**src/rtl/parity_share_ctrl_pkg.sv**
```systemverilog
//==============================================================================
// Module      : parity_share_ctrl_pkg
// Description : Owner/state encodings and parity-sense constants shared by the
//               parity share controller and its serial core.
// Revision    : 1.0 - initial release
//==============================================================================
`default_nettype none

package parity_share_ctrl_pkg;

    typedef enum logic {
        OWN_GEN = 1'b0,
        OWN_CHK = 1'b1
    } owner_e;

    typedef enum logic [1:0] {
        ST_IDLE  = 2'd0,
        ST_SHIFT = 2'd1,
        ST_DONE  = 2'd2
    } state_e;

    localparam logic PARITY_EVEN = 1'b0;
    localparam logic PARITY_ODD  = 1'b1;

endpackage

`default_nettype wire

```
**src/rtl/parity_serial_core.sv**
```systemverilog
//==============================================================================
// Module      : parity_serial_core
// Description : Bit-serial XOR engine: shift register, bit counter and
//               accumulator; one payload bit is folded in per shift cycle.
// Revision    : 1.0 - initial release
//==============================================================================
`default_nettype none

module parity_serial_core #(
    parameter int DATA_W = 8
) (
    input  logic              clk,
    input  logic              rst_n,
    input  logic              load_i,
    input  logic [DATA_W-1:0] data_i,
    input  logic              acc_init_i,
    input  logic              shift_i,
    output logic              acc_o,
    output logic              last_o
);
    import parity_share_ctrl_pkg::*;

    localparam int CNT_W = (DATA_W > 1) ? $clog2(DATA_W) : 1;

    logic [DATA_W-1:0] sh_q, sh_d;
    logic [CNT_W-1:0]  cnt_q, cnt_d;
    logic              acc_q, acc_d;

    always_comb begin
        sh_d  = sh_q;
        cnt_d = cnt_q;
        acc_d = acc_q;
        if (load_i) begin
            sh_d  = data_i;
            cnt_d = '0;
            acc_d = acc_init_i;
        end else if (shift_i) begin
            acc_d = acc_q ^ sh_q[0];
            sh_d  = sh_q >> 1;
            cnt_d = cnt_q + 1'b1;
        end
    end

    always_ff @(posedge clk or negedge rst_n) begin
        if (!rst_n) begin
            sh_q  <= '0;
            cnt_q <= '0;
            acc_q <= PARITY_EVEN;
        end else begin
            sh_q  <= sh_d;
            cnt_q <= cnt_d;
            acc_q <= acc_d;
        end
    end

    assign acc_o  = acc_q;
    assign last_o = (cnt_q == CNT_W'(DATA_W - 1));

endmodule

`default_nettype wire

```
**src/rtl/parity_share_ctrl.sv**
```systemverilog
//==============================================================================
// Module      : parity_share_ctrl
// Description : Round-robin time-sharing of one serial parity engine between a
//               parity generator port and a parity checker port.
// Revision    : 1.0 - initial release
//==============================================================================
`default_nettype none

module parity_share_ctrl #(
    parameter int DATA_W = 8
) (
    input  logic              clk,
    input  logic              rst_n,
    input  logic              gen_req,
    input  logic [DATA_W-1:0] gen_data,
    input  logic              gen_odd,
    output logic              gen_gnt,
    output logic              gen_done,
    output logic              gen_p,
    input  logic              chk_req,
    input  logic [DATA_W-1:0] chk_data,
    input  logic              chk_p_in,
    input  logic              chk_odd,
    output logic              chk_gnt,
    output logic              chk_done,
    output logic              chk_ok,
    output logic              busy
);
    import parity_share_ctrl_pkg::*;

    state_e state_q, state_d;
    owner_e owner_q, owner_d;
    logic   gen_p_q, gen_p_d;
    logic   chk_ok_q, chk_ok_d;

    logic              w_grant;
    logic              w_win_gen;
    logic              w_acc;
    logic              w_last;
    logic [DATA_W-1:0] w_load_data;
    logic              w_load_acc;

    // owner_q doubles as last_owner: it only changes on a grant.
    assign w_win_gen   = gen_req & (~chk_req | (owner_q == OWN_CHK));
    assign w_grant     = (state_q == ST_IDLE) & (gen_req | chk_req);
    assign w_load_data = w_win_gen ? gen_data : chk_data;
    assign w_load_acc  = w_win_gen ? gen_odd : (chk_odd ^ chk_p_in);

    parity_serial_core #(
        .DATA_W (DATA_W)
    ) u_core (
        .clk        (clk),
        .rst_n      (rst_n),
        .load_i     (w_grant),
        .data_i     (w_load_data),
        .acc_init_i (w_load_acc),
        .shift_i    (state_q == ST_SHIFT),
        .acc_o      (w_acc),
        .last_o     (w_last)
    );

    always_ff @(posedge clk or negedge rst_n) begin
        if (!rst_n) begin
            state_q  <= ST_IDLE;
            owner_q  <= OWN_CHK;
            gen_p_q  <= 1'b0;
            chk_ok_q <= 1'b0;
        end else begin
            state_q  <= state_d;
            owner_q  <= owner_d;
            gen_p_q  <= gen_p_d;
            chk_ok_q <= chk_ok_d;
        end
    end

    always_comb begin
        state_d = state_q;
        owner_d = owner_q;
        case (state_q)
            ST_IDLE: begin
                if (w_grant) begin
                    state_d = ST_SHIFT;
                    owner_d = w_win_gen ? OWN_GEN : OWN_CHK;
                end
            end
            ST_SHIFT: if (w_last) state_d = ST_DONE;
            ST_DONE:  state_d = ST_IDLE;
            default:  state_d = ST_IDLE;
        endcase
    end

    // Results are presented straight from the accumulator during DONE and
    // held in the per-port registers afterwards.
    always_comb begin
        gen_gnt  = w_grant & w_win_gen;
        chk_gnt  = w_grant & ~w_win_gen;
        gen_done = (state_q == ST_DONE) & (owner_q == OWN_GEN);
        chk_done = (state_q == ST_DONE) & (owner_q == OWN_CHK);
        busy     = (state_q != ST_IDLE);
        gen_p_d  = gen_done ? w_acc : gen_p_q;
        chk_ok_d = chk_done ? ~w_acc : chk_ok_q;
        gen_p    = gen_p_d;
        chk_ok   = chk_ok_d;
    end

endmodule

`default_nettype wire

```
**config.mk**
```make
export PLATFORM = sky130hd
export DESIGN_NAME = parity_share_ctrl
export DESIGN_NICKNAME = d
export VERILOG_FILES = /design/src/rtl/parity_share_ctrl_pkg.sv /design/src/rtl/parity_serial_core.sv /design/src/rtl/parity_share_ctrl.sv
export SDC_FILE = /design/constraint.sdc
export NUM_CORES = 1
export LEC_CHECK = 0
export CAP_MARGIN = 20
export CORE_MARGIN = 3
export CORE_UTILIZATION = 40
export DETAILED_ROUTE_END_ITERATION = 16
export GPL_ROUTABILITY_DRIVEN = 0
export PLACE_DENSITY = 0.74
export SYNTH_ARGS = -nofsm -noshare
export SYNTH_HDL_FRONTEND = slang
export SYNTH_SLANG_ARGS = --single-unit
```
**constraint.sdc**
```tcl
create_clock -name clk -period 1.7 [get_ports clk]
set_input_delay 0.17 -clock clk [delete_from_list [all_inputs] [get_ports clk]]
set_output_delay 0.17 -clock clk [all_outputs]
set_load 0.01 [all_outputs]
```
**Yosys cells after proc, flatten, opt, wreduce, memory -nomap -nowiden**

Cells that the tools add are included.

- $add $sub $neg: 1
- Bitwise gates (word level): 14
- Multiplexer cells: 14
- Eq/ne operators: 5
- Reduce and logical (&&, ||, !) cells: 5

Operators by type and width:

| kind | count |
|---|---|
| $mux W8 | 3 |
| $and A1 B1 Y1 | 6 |
| $mux W1 | 6 |
| $mux W3 | 2 |
| $mux W2 | 2 |
| $ne A2 B2 Y1 const B | 2 |
| $not A1 Y1 | 4 |
| $pmux W2 S2 | 1 |
| $reduce_and A2 Y1 | 2 |
| $reduce_bool A2 Y1 | 2 |
| $add A3 B1 Y3 const B | 1 |
| $eq A3 B3 Y1 const B | 1 |
| $eq A2 B1 Y1 const B | 1 |
| $eq A2 B2 Y1 const B | 1 |
| $logic_not A2 Y1 | 1 |
| $or A1 B1 Y1 | 2 |
| $xor A1 B1 Y1 | 2 |

- Output and inout port bits: 7
- Input port bits: 23
- Logic and storage cells: 46
- Register bits: 17

**Depth between registers and ports, before layout**

Gate-level depths: netlist of the first run.

- Word-level depth: 5
- Gate-level depth with buffers: 5
- Depth with buffers taken out: 3

**By module**

From an unflattened synthesis of the first run, not the netlist that was laid out.

- Cells, all modules: 86
- Area total of the unflattened synthesis: 925.9 um^2

By module, submodules not included:

| module | times used | cells an instance | area an instance (um^2) | sequential area each (um^2) |
|---|---|---|---|---|
| parity_serial_core | 1 | 51 | 568.0 | 300.3 |
| parity_share_ctrl | 1 | 35 | 357.8 | 126.4 |

**Least setup slack after synthesis of the first run**

No wires, ideal clock.

- Path kind: flip-flop to output port
- Start point: register state_q[1]
- End point: output gen_p
- Data required time: 1.530 ns
- Path buffers: 1
- Setup slack: 0.200 ns
- Arrival time: 1.330 ns
- Stages on the path, launching flop included: 5
- Path through: dfrtp_1 -> buf_6 -> inv_2 -> nor3_1 -> mux2_2

- Cells in the longest elaborated chain, start to end: 3

RTL lines:

| item | line | RTL |
|---|---|---|
| start, declared | parity_share_ctrl.sv:31 | `state_e state_q, state_d;` |
| start signal, assigned | parity_share_ctrl.sv:69 | `state_q <= state_d;` |
| $eq A2 B2 Y1 | parity_share_ctrl.sv:97 | `gen_done = (state_q == ST_DONE) & (owner_q == OWN_GEN);` |
| $and A1 B1 Y1 | parity_share_ctrl.sv:97 |  |
| net gen_done | parity_share_ctrl.sv:18 | `output logic gen_done,` |
| $mux W1 | parity_share_ctrl.sv:100 | `gen_p_d = gen_done ? w_acc : gen_p_q;` |
| end, declared | parity_share_ctrl.sv:19 | `output logic gen_p,` |

The timed path passes the listed nets, and every way through them passes these cells.

**Final worst setup path of the first run**

- Start point: register state_q[0]
- End point: output gen_gnt

- Cells in the longest elaborated chain, start to end: 3

RTL lines:

| item | line | RTL |
|---|---|---|
| $logic_not A2 Y1 | parity_share_ctrl.sv:45 | `assign w_grant = (state_q == ST_IDLE) & (gen_req \| chk_req);` |
| $and A1 B1 Y1 | parity_share_ctrl.sv:45 |  |
| $and A1 B1 Y1 | parity_share_ctrl.sv:95 | `gen_gnt = w_grant & w_win_gen;` |
| end, declared | parity_share_ctrl.sv:17 | `output logic gen_gnt,` |

No other way between the ends.

==> summary.md, run 1 <==
| Metric | Value |
|---|---|
| Final Util | `approximately 66%` |
| Finished Layout Cells | `between 150 and 200` |
| LEAKAGE | `approximately 0.6 nW` |
| CTS buffer count | `3` |
| Sink Count | `17` |
| Required @ worst endpoint | `~1.5 ns` |
| Crit path from | `state_q[0]` |
| Cells after synthesis | `88` |
| Final hold violation count | `0` |
| Crit start category | `flip-flop` |
| First-pass GRT wire length | `between 3000 and 4000 um` |
| Maximum VDD drop | `0.000900 V` |
| Final global-route overflow total | `0` |
| RR Startpoint | `state_q[0]` |
| Root Driver | `clkbuf_4` |
| Die X-Extent | `roughly 54 um` |
| Minimum clock period | `~1.7 ns` |
| Syn_nets | `about 110` |
| Maxcap violations | `0` |
| Largest net degree at the start of global routing | `18` |
| Final wirelength | `about 2400 um` |
| Synth cell types | `33` |
| Area Growth Syn to Fin | `47.3%` |
| Fin. max-slew vios | `0` |
| First DRT Iteration DRCs | `11` |
| Relative slew slack | `about two thirds` |
| Vias per cell | `between 5 and 6` |
| Max Freq | `between 600 and 700 MHz` |
| Mapped Area | `~940 um2` |
| HP Class | `input pin to asynchronous set/reset pin` |
| # hold bufs at CTS | `0` |
| Buf/Inv on CP | `3` |
| Async set-or-reset flop fraction in the synthesized netlist | `100%` |
| Vias in the first global route | `~760` |
| GRT met3 Usage | `approximately 4.4%` |
| H-tree levels | `1` |
| Die area | `just under 3000 um2` |
| Initial antenna violation count | `0` |
| GR Util met1 | `a little over a quarter` |
| Final period util | `97.4%` |
| Clk_lat worst skew | `around 0.3 ns` |
| Clock transition at path regs | `0.11 ns` |
| Final nets | `~160` |
| Syn avg cell area | `about 11 um2` |
| Fin Setup TNS | `0 ns` |
| GRT Util Overall | `between 10% and 20%` |
| DP Cell Count | `around 150` |
| DRC Markers | `0` |
| Number of port buffers | `29` |
| Share of cells above drive strength 1 | `about 27%` |
| GRT busiest layer | `met2` |
| Hold WS | `0.182 ns` |
| CORE AREA | `roughly 2100 um2` |
| Final Power | `~2.0 mW` |
| Seq/Total Area, Yosys | `45.5%` |
| Number of synthesized flops with an enable pin | `0` |
| Wire per inst | `between 15 and 20 um` |
| Yosys warning count | `0` |
| R2R cell count | `5` |
| Die Ht | `about 54 um` |
| Finish-stage setup viols | `0` |
| Ports | `30` |
| Detailed-route via count | `876` |
| Critical path destination | `gen_gnt` |
| Crit path depth | `5` |
| Largest fanout on the critical path | `8` |
| CP endpoint kind | `output port` |
| RR Endpoint | `u_core.sh_q[3]` |
| Fillcell total | `roughly 180` |
| Row count | `16` |
| Drt first pass iters | `4` |
| Main synth FF type | `dfrtp_1` |
| Chain of cells forming the critical path | `buf_6, buf_8, nor3b_4, and2_4, buf_6` |
| Worst Max-Slew Pin Slew | `slightly below 0.5 ns` |
| Reg-to-reg slack, setup | `~0.06 ns` |
| Status | `complete, no violations` |
| Met2 Track Usage GR | `around a quarter` |
| Slowest cell on the critical path | `dfrtp_1` |
| Critical path's top delay family | `flip-flops` |
| Post-DP HPWL | `between 1500 and 2000 um` |
| Number of diodes | `0` |
| Routed Antenna Nets | `0` |
| WS Path Type | `flip-flop to output port` |
| CP peak stage delay | `roughly 0.44 ns` |
| Cell mode on critical path | `buf_6` |
| Starting Density | `between 40% and 50%` |
| Arrival time worst endpoint | `1.49 ns` |
| Buffer depth of the longest clock path | `2` |
| RSZ-0062 raised after global routing | `true` |
| Setup Skew | `0.0111 ns` |
| CTS tree | `done` |
| Synth Register Bits | `17` |
| PwrDens | `roughly 1500 nW/um2` |
[per-stage QoR]
stage	instance area [um2]	setup slack [ns]
global route	1380	-0.0295
floorplan	937	0.200
global placement	1290	-0.178
finish	1380	0.0436
detailed placement	1290	-0.170
CTS	1340	0.0123
[worst reg2reg max path, cell delays in order, from the launching register on]
cell,delay [ns]
dfrtp_1,0.44
buf_6,0.14
buf_4,0.15
or3_1,0.48
a21oi_1,0.22
a31oi_1,0.06
[cells by family (layout without fill, tap and decap cells)]
family          Yosys count  after routing  synth area share [%]
fa+ha+maj                 2              2                  2.67
simple gates             27             27                  19.1
buf+inv                   9             51                  6.27
mux                       2              2                  2.40
flops                    17             17                  45.5
compound gates           30             30                  23.1
xor+xnor                  1              1                 0.935
[layout make-up]
cell class / count / area, um2 / share of cell area [%]
clock buffers: 3 / 22.5 / 1.63
clock inverters: 1 / 7.51 / 0.544
well taps: 27 / 33.8 / 2.45
multi-input cells: 62 / 478 / 34.6
flip-flops and latches: 17 / 427 / 30.9
inverters: 3 / 11.3 / 0.816
repair buffers: 44 / 400 / 29.0
[report_power, final]
group	switching (mW)	internal (mW)	total (mW)
logic	0.509	0.570	1.08
clock network	0.137	0.0896	0.226
registers	0.129	0.587	0.717
[layout by cell type (no fill, tap or decap), types with 2 or more instances in the layout]
cell type / count
dfrtp_1: 16
a22o_1: 2
clkbuf_4: 3
and2_1: 2
nand3b_1: 2
buf_6: 2
buf_4: 13
inv_1: 2
clkbuf_2: 2
a32oi_1: 7
ha_1: 2
clkdlybuf4s50_1: 22
nand3_1: 9
a21oi_1: 9
dlygate4sd2_1: 2
a31oi_1: 8
[what timing repair did]
item                                    in CTS  in global routing
pin swaps                                    1                  4
buffers inserted                             1                  4
endpoints found under the setup margin       7                  6
resized for setup                           21                  7
[metal layers]
metal  routed length [um]  part of all wire [%]
met2                 1180                    48
met5                    0                     0
met1                 1110                    46
met4                   10                  0.41
met3                  133                   5.5
[worst min path at each step]
stage | cells past startpoint | slack, ns | to
detailed placement | 1 | 0.49 | gen_p_q
CTS | 2 | 0.18 | u_core.cnt_q[1]
global placement | 2 | 0.47 | chk_ok_q
floorplan | 0 | -0.13 | chk_ok_q
finish | 2 | 0.18 | state_q[0]
global route | 2 | 0.19 | u_core.cnt_q[1]
[Yosys cell counts, types with 2 or more instances]
master / instances / area (um2)
nor2_1: 2 / 7.51
nand3_1: 9 / 45.0
buf_6: 3 / 33.8
a31oi_1: 8 / 50.1
a22o_1: 2 / 17.5
nor3_1: 2 / 10.0
and2_1: 2 / 12.5
nand3b_1: 2 / 15.0
dfrtp_1: 16 / 400
inv_1: 2 / 7.51
ha_1: 2 / 25.0
buf_2: 2 / 10.0
a21oi_1: 9 / 45.0
a32oi_1: 7 / 61.3
mux2_2: 2 / 22.5
[state kept, by name, indices dropped and copies added, names as in the netlist]
signal and flops:
chk_ok_q 1, gen_p_q 1, owner_q 1, state_q 2, u_core.acc_o 1, u_core.cnt_q 3, u_core.sh_q 8
(Power assumes the default switching activity.)
==> run 2: changes to the inputs <==
--- a/config.mk
+++ b/config.mk
@@ -9,8 +9,8 @@
 export CORE_MARGIN = 3
 export CORE_UTILIZATION = 40
 export DETAILED_ROUTE_END_ITERATION = 16
-export GPL_ROUTABILITY_DRIVEN = 0
-export PLACE_DENSITY = 0.74
+export GPL_ROUTABILITY_DRIVEN = 1
+export PLACE_DENSITY = 0.75
 export SYNTH_ARGS = -nofsm -noshare
 export SYNTH_HDL_FRONTEND = slang
 export SYNTH_SLANG_ARGS = --single-unit
==> run 2 against run 1 <==
  * The run now ends with setup timing left
  * Combinational power down 8%
  * Via count increased by 0.91%
  * Total power fell by 5.3%
  * Clock power decreased by 4%
  * Critical path depth down 1
  * Critical endpoint is now gen_p
==> summary.md, run 2 (same netlist as run 1, synthesis figures left out) <==
| Metric | Value |
|---|---|
| Status | `finished with violations` |
| Failing checks | `setup timing` |
| Global placer's final weighted congestion | `between 0.8 and 0.9` |
| Final wirelength | `roughly 2400 um` |
| First DRT Iteration DRCs | `24` |
| Vias per cell | `slightly below 6` |
| Vias in the first global route | `812` |
| Initial antenna violation count | `0` |
| Critical path destination | `gen_p` |
| Biggest register | `u_core.sh_q` |
| Final Power | `approximately 1.9 mW` |
| Starting Density | `roughly 45%` |
| WS Path Type | `flip-flop to output port` |
| Commonest non-fill, non-tap cell in the layout | `clkdlybuf4s50_1` |
| Biggest regs | `u_core.sh_q: 8 flops, u_core.cnt_q: 3 flops, state_q: 2 flops` |
| First-pass GRT wire length | `roughly 3700 um` |
| Detailed-route via count | `approximately 880` |
| Setup Skew | `between 0.005 and 0.006 ns` |
| Die area | `2960 um2` |
| Final global-route overflow total | `0` |
| H-tree levels | `1` |
| Drt first pass iters | `4` |
| GRT Util Overall | `a little under a fifth` |
| Crit path from | `state_q[1]` |
| Fin. max-slew vios | `0` |
| Final nets | `roughly 150` |
| Clock transition at path regs | `approximately 0.1 ns` |
| Minimum clock period | `approximately 1.7 ns` |
| CTS buffer count | `3` |
| Ports | `30` |
| Share of cells above drive strength 1 | `roughly 22%` |
| Post-DP HPWL | `~1700 um` |
| Arrival time worst endpoint | `between 1.5 and 2 ns` |
| Root Driver | `clkbuf_4` |
| Fillcell total | `178` |
| CORE AREA | `about 2100 um2` |
| PwrDens | `1430 nW/um2` |
| RR Endpoint | `u_core.sh_q[7]` |
| Number of flip-flops in the largest register | `8` |
| Worst Max-Slew Pin Slew | `0.476 ns` |
| Buffer depth of the longest clock path | `2` |
| Routed Antenna Nets | `0` |
| Maxcap violations | `0` |
| Top Layer Used | `met4` |
| Met2 routed WL | `about 1200 um` |
| RR Startpoint | `owner_q` |
| Die Ht | `~54 um` |
| RSZ-0062 raised after global routing | `true` |
| Sink Count | `17` |
| R2R cell count | `6` |
| Clk_lat worst skew | `0.29 ns` |
| Die X-Extent | `about 54 um` |
| CTS tree | `done` |
| Most frequent cells in the layout | `clkdlybuf4s50_1, dfrtp_1, nand3_1, a21oi_1, buf_4` |
| Routed length on met3 | `about 150 um` |
| Number of port buffers | `29` |
| Relative slew slack | `between 60% and 70%` |
| Final period util | `100%` |
| Largest net degree at the start of global routing | `16` |
| Row count | `16` |
| Maximum VDD drop | `roughly 0.00069 V` |
| Largest fanout on the critical path | `2` |
| Wire per inst | `15.5 um` |
| Final Util | `between 60% and 70%` |
| Crit start category | `flip-flop` |
| Number of diodes | `0` |
| Area Growth Syn to Fin | `42.7%` |
| Reg-to-reg slack, setup | `about 0.11 ns` |
| Finish-stage setup viols | `1` |
| DRC Markers | `0` |
| Final hold violation count | `0` |
| Setup slack after layout | `-0.00348 ns` |
| Max Freq | `approximately 590 MHz` |
| CP endpoint kind | `output port` |
| Required @ worst endpoint | `about 1.5 ns` |
| HP Class | `input pin to asynchronous set/reset pin` |
| WL met1 | `between 1000 and 1500 um` |
| LEAKAGE | `between 0.5 and 0.6 nW` |
-- run 2: where the power goes --
| part | switching (mW) | internal (mW) | leakage (nW) | total (mW) |
|---|---|---|---|---|
| Clock | 0.127 | 0.0913 | 0.0150 | 0.218 |
| Sequential | 0.116 | 0.587 | 0.212 | 0.703 |
| Combinational | 0.487 | 0.505 | 0.370 | 0.993 |
-- run 2: critical path, stage by stage (launching register included) --
cell and delay (ns):
dfrtp_1 0.39, inv_2 0.06, nor3_4 0.19, mux2_4 0.32, dlygate4sd2_1 0.28
-- run 2: how the worst min path moves through the flow --
stage / end / slack (ns) / cells after the start
final: u_core.acc_o / 0.15 / 1
after global routing: u_core.cnt_q[2] / 0.16 / 1
after CTS: u_core.acc_o / 0.15 / 1
after detailed placement: u_core.cnt_q[2] / 0.49 / 1
after global placement: chk_ok_q / 0.47 / 2
after floorplan: chk_ok_q / -0.13 / 0
-- run 2: final cells by class --
class	count	area [um2]	share of cell area, %
inverters	3	11.3	0.842
clock buffers	4	26.3	1.96
flip-flops and latches	17	427	31.9
repair buffers	40	370	27.7
multi-input cells	62	469	35.1
well taps	27	33.8	2.53
-- run 2: timing repair --
| item | CTS | global route |
|---|---|---|
| resized for setup | 17 | 6 |
| setup endpoints to repair | 7 | 4 |
| pin swaps | 0 | 1 |
| setup buffers | 1 | 1 |
| endpoints found under the hold margin | 0 | 0 |
| hold buffers | 0 | 0 |
-- run 2: routing by layer --
metal	vias to the layer above	track usage [%]
li1	416	-
met2	31	28.1
met4	0	11.6
met5	-	0
met1	431	23.7
met3	6	3.00
-- run 2: metrics by stage --
step / hold WS (ns) / setup TNS, ns / setup slack (ns) / cells / instance area, um2
floorplan: -0.126 / 0 / 0.200 / 88 / 937
global placement: 0.473 / -0.566 / -0.169 / 147 / 1280
detailed placement: 0.487 / -0.457 / -0.172 / 147 / 1280
CTS: 0.150 / -0.0440 / -0.0440 / 152 / 1310
global route: 0.163 / -0.0793 / -0.0679 / 153 / 1340
finish: 0.152 / -0.00348 / -0.00348 / 153 / 1340
==> edit, RTL diff (flow settings as in run 1) <==
`DATA_W` is set to 8 in 2 places; all go to 16.
--- a/src/rtl/parity_serial_core.sv
+++ b/src/rtl/parity_serial_core.sv
@@ -7,7 +7,7 @@
 `default_nettype none
 
 module parity_serial_core #(
-    parameter int DATA_W = 8
+    parameter int DATA_W = 16
 ) (
     input  logic              clk,
     input  logic              rst_n,
--- a/src/rtl/parity_share_ctrl.sv
+++ b/src/rtl/parity_share_ctrl.sv
@@ -7,7 +7,7 @@
 `default_nettype none
 
 module parity_share_ctrl #(
-    parameter int DATA_W = 8
+    parameter int DATA_W = 16
 ) (
     input  logic              clk,
     input  logic              rst_n,
Ports: changed (resized chk_data and gen_data); port bits go from 30 to 46. No check against the original RTL was run, so the function may have changed too.
==> edit against run 1 <==
- combinational power up 13%
- wire length up 68%
- first-iteration DRC count grew to 11 times the old value
- total power increased by 32%
- sequential cell count is 9 higher
- worst setup slack better by 0.013 ns
- final area increased by 54%
- clock skew is 0.010 ns lower
- area after synthesis is 57% higher
- synthesized cell count rose by 84%
- highest routed layer unchanged
==> edit: results (changes against run 1) <==
metric;value;unit;change
status;finished clean;;
synth_cell_types;34;;+3.0%
p_leak;0.0008852;uW;+44%
hold_viol_final;0;;unchanged
grt_first_pass_wirelength;6548;um;+71%
drtIter0Drc;122;;+111
place_ws;-0.1343;ns;+0.03608 ns
antenna_found_initial;0;;unchanged
r2r_slack;0.11;ns;+0.05 ns
clock_latency;0.26;ns;-0.04 ns
crit_slowest_cell;dfstp_2;;
layout_min_cycle_time;1.644;ns;-0.01292 ns
ctsLongestPathBuffers;2;;unchanged
synth_seq_area_share;44.19;%;-1.3 points
avgRoutedWirePerCell;15.52;um;+0.10%
cp_max_fo;4;;-4
drive_above_1_share;17.43;%;-9.5 points
crit-reg2reg-launch;state_q[0];;
vias;1474;;+68%
reg2reg_to;u_core.sh_q[14];;
first_pass_iters;4;;unchanged
top_regs;u_core.sh_q x16, u_core.cnt_q x4, state_q x2;;
hold_class;in2async;;
worstPathArrival;1.47;ns;-0.02 ns
layout.nets;259;;+66%
synth_nets;202;;+79%
peakVddDrop;0.7744;mV;-14%
endpoint;chk_ok;;
portBuffers;45;;+55%
synthTopCellsByArea;dfrtp_1 (42%), nand3_1 (11%), a41oi_1 (8.9%);;
htreeDepth;1;;unchanged
ys_warn_count;0;;unchanged
clkTransAtPathRegs;0.09;ns;-0.02 ns
grt_use_total;18.97;%;+0.90 points
skew;0.001110;ns;-0.009977 ns
synth_ff_type;dfrtp_1;;
diodes;0;;unchanged
drtAntennaViolNets;0;;unchanged
worstSetupStartpoint;owner_q;;
maxSlewHeadroom;77.60;%;+10 points
finalWirelength;4097;um;+68%
holdWs;0.2772;ns;+0.09525 ns
worstSetupEndpointType;output port;;
ff2ff_path_depth;5;;unchanged
hpwl;2893;um;+68%
async_reset_ff_share;100.0;%;unchanged
syn_avg_cell_area;9.106;sq um;-14%
cpPeakStageDelay;0.59;ns;+0.15 ns
root_buffer;clkbuf_8;;
synth_commonest_cells;nand3_1 (33), dfrtp_1 (25), nand2_1 (20), a21oi_1 (15), a41oi_1 (15);;
grt_start_max_net_pins;27;;+9
cts_made_buffers;3;;unchanged
==> edit: cell types whose count changed in the layout (fill, tap and decap cells not counted), moves of 5 or more <==
cell	run 1	this run
a32oi_1	7	0
a41oi_1	0	15
a21oi_1	9	14
buf_4	13	19
dfrtp_1	16	24
nand3_1	9	33
clkdlybuf4s50_1	22	38
a31oi_1	8	0
nand2_1	1	20
==> edit: routing by layer <==
| metal | wire length (um) | vias up | share of wire [%] | GRT usage (%) |
|---|---|---|---|---|
| li1 | - | 702 | - | - |
| met1 | 1755 | 714 | 43 | 23.13 |
| met2 | 2046 | 54 | 50 | 33.91 |
| met3 | 278 | 4 | 6.8 | 3.035 |
| met4 | 17 | 0 | 0.41 | 5.838 |
| met5 | 0 | - | 0 | 0 |
==> edit: cells by family after synthesis <==
| family | Yosys count | share of synthesized area [%] |
|---|---|---|
| XOR/XNOR | 2 | 1.188 |
| adder cells (fa/ha/maj) | 1 | 0.8480 |
| buffers and inverters | 16 | 7.293 |
| flip-flops | 26 | 44.19 |
| multiplexers | 2 | 1.442 |
| AND/OR/NAND/NOR | 75 | 25.79 |
| AO/OA/AOI/OAI | 40 | 19.25 |
==> edit: how the worst min path moves through the flow <==
stage	startpoint	to	depth (start not counted)
2_1_floorplan	rst_n	chk_ok_q	0
3_3_place_gp	u_core.cnt_q[3]	u_core.cnt_q[3]	1
3_5_place_dp	u_core.cnt_q[3]	u_core.cnt_q[3]	1
4_1_cts	rst_n	u_core.sh_q[12]	2
5_1_grt	rst_n	u_core.sh_q[11]	2
6_report	rst_n	u_core.sh_q[12]	2
==> edit: power breakdown <==
| part | internal [uW] | switching [uW] | total (uW) |
|---|---|---|---|
| Clock | 167 | 183 | 350 |
| Combinational | 616 | 608 | 1220 |
| Sequential | 902 | 193 | 1100 |
| Total | 1680 | 984 | 2670 |
==> edit: timing repair <==
item,CTS,global route
pin swaps,1,2
gates resized for setup,14,9
endpoints found under the setup margin,7,18
cloned,0,1
buffers inserted,3,0
==> edit: area by class of cell <==
type / count / area, sq um
inverters: 2 / 7.507
flip-flops and latches: 26 / 653.1
repair buffers: 66 / 619.3
multi-input cells: 120 / 743.2
fillers: 286 / 1316
well taps: 46 / 57.56
clock buffers: 4 / 45.04
==> edit: stage by stage <==
step | cell area, sq um | util (%)
floorplan | 1475 | -
global placement | 2038 | 59.21
detailed placement | 2038 | 59.21
CTS | 2103 | 61.11
global route | 2126 | 61.76
finish | 2126 | 61.76
==> edit: critical path, delay by kind of cell, from the launching register on <==
family / cells / cell delay (ns)
compound gates: 1 / 0.18
buf+inv: 1 / 0.28
flops: 1 / 0.59
simple gates: 1 / 0.15
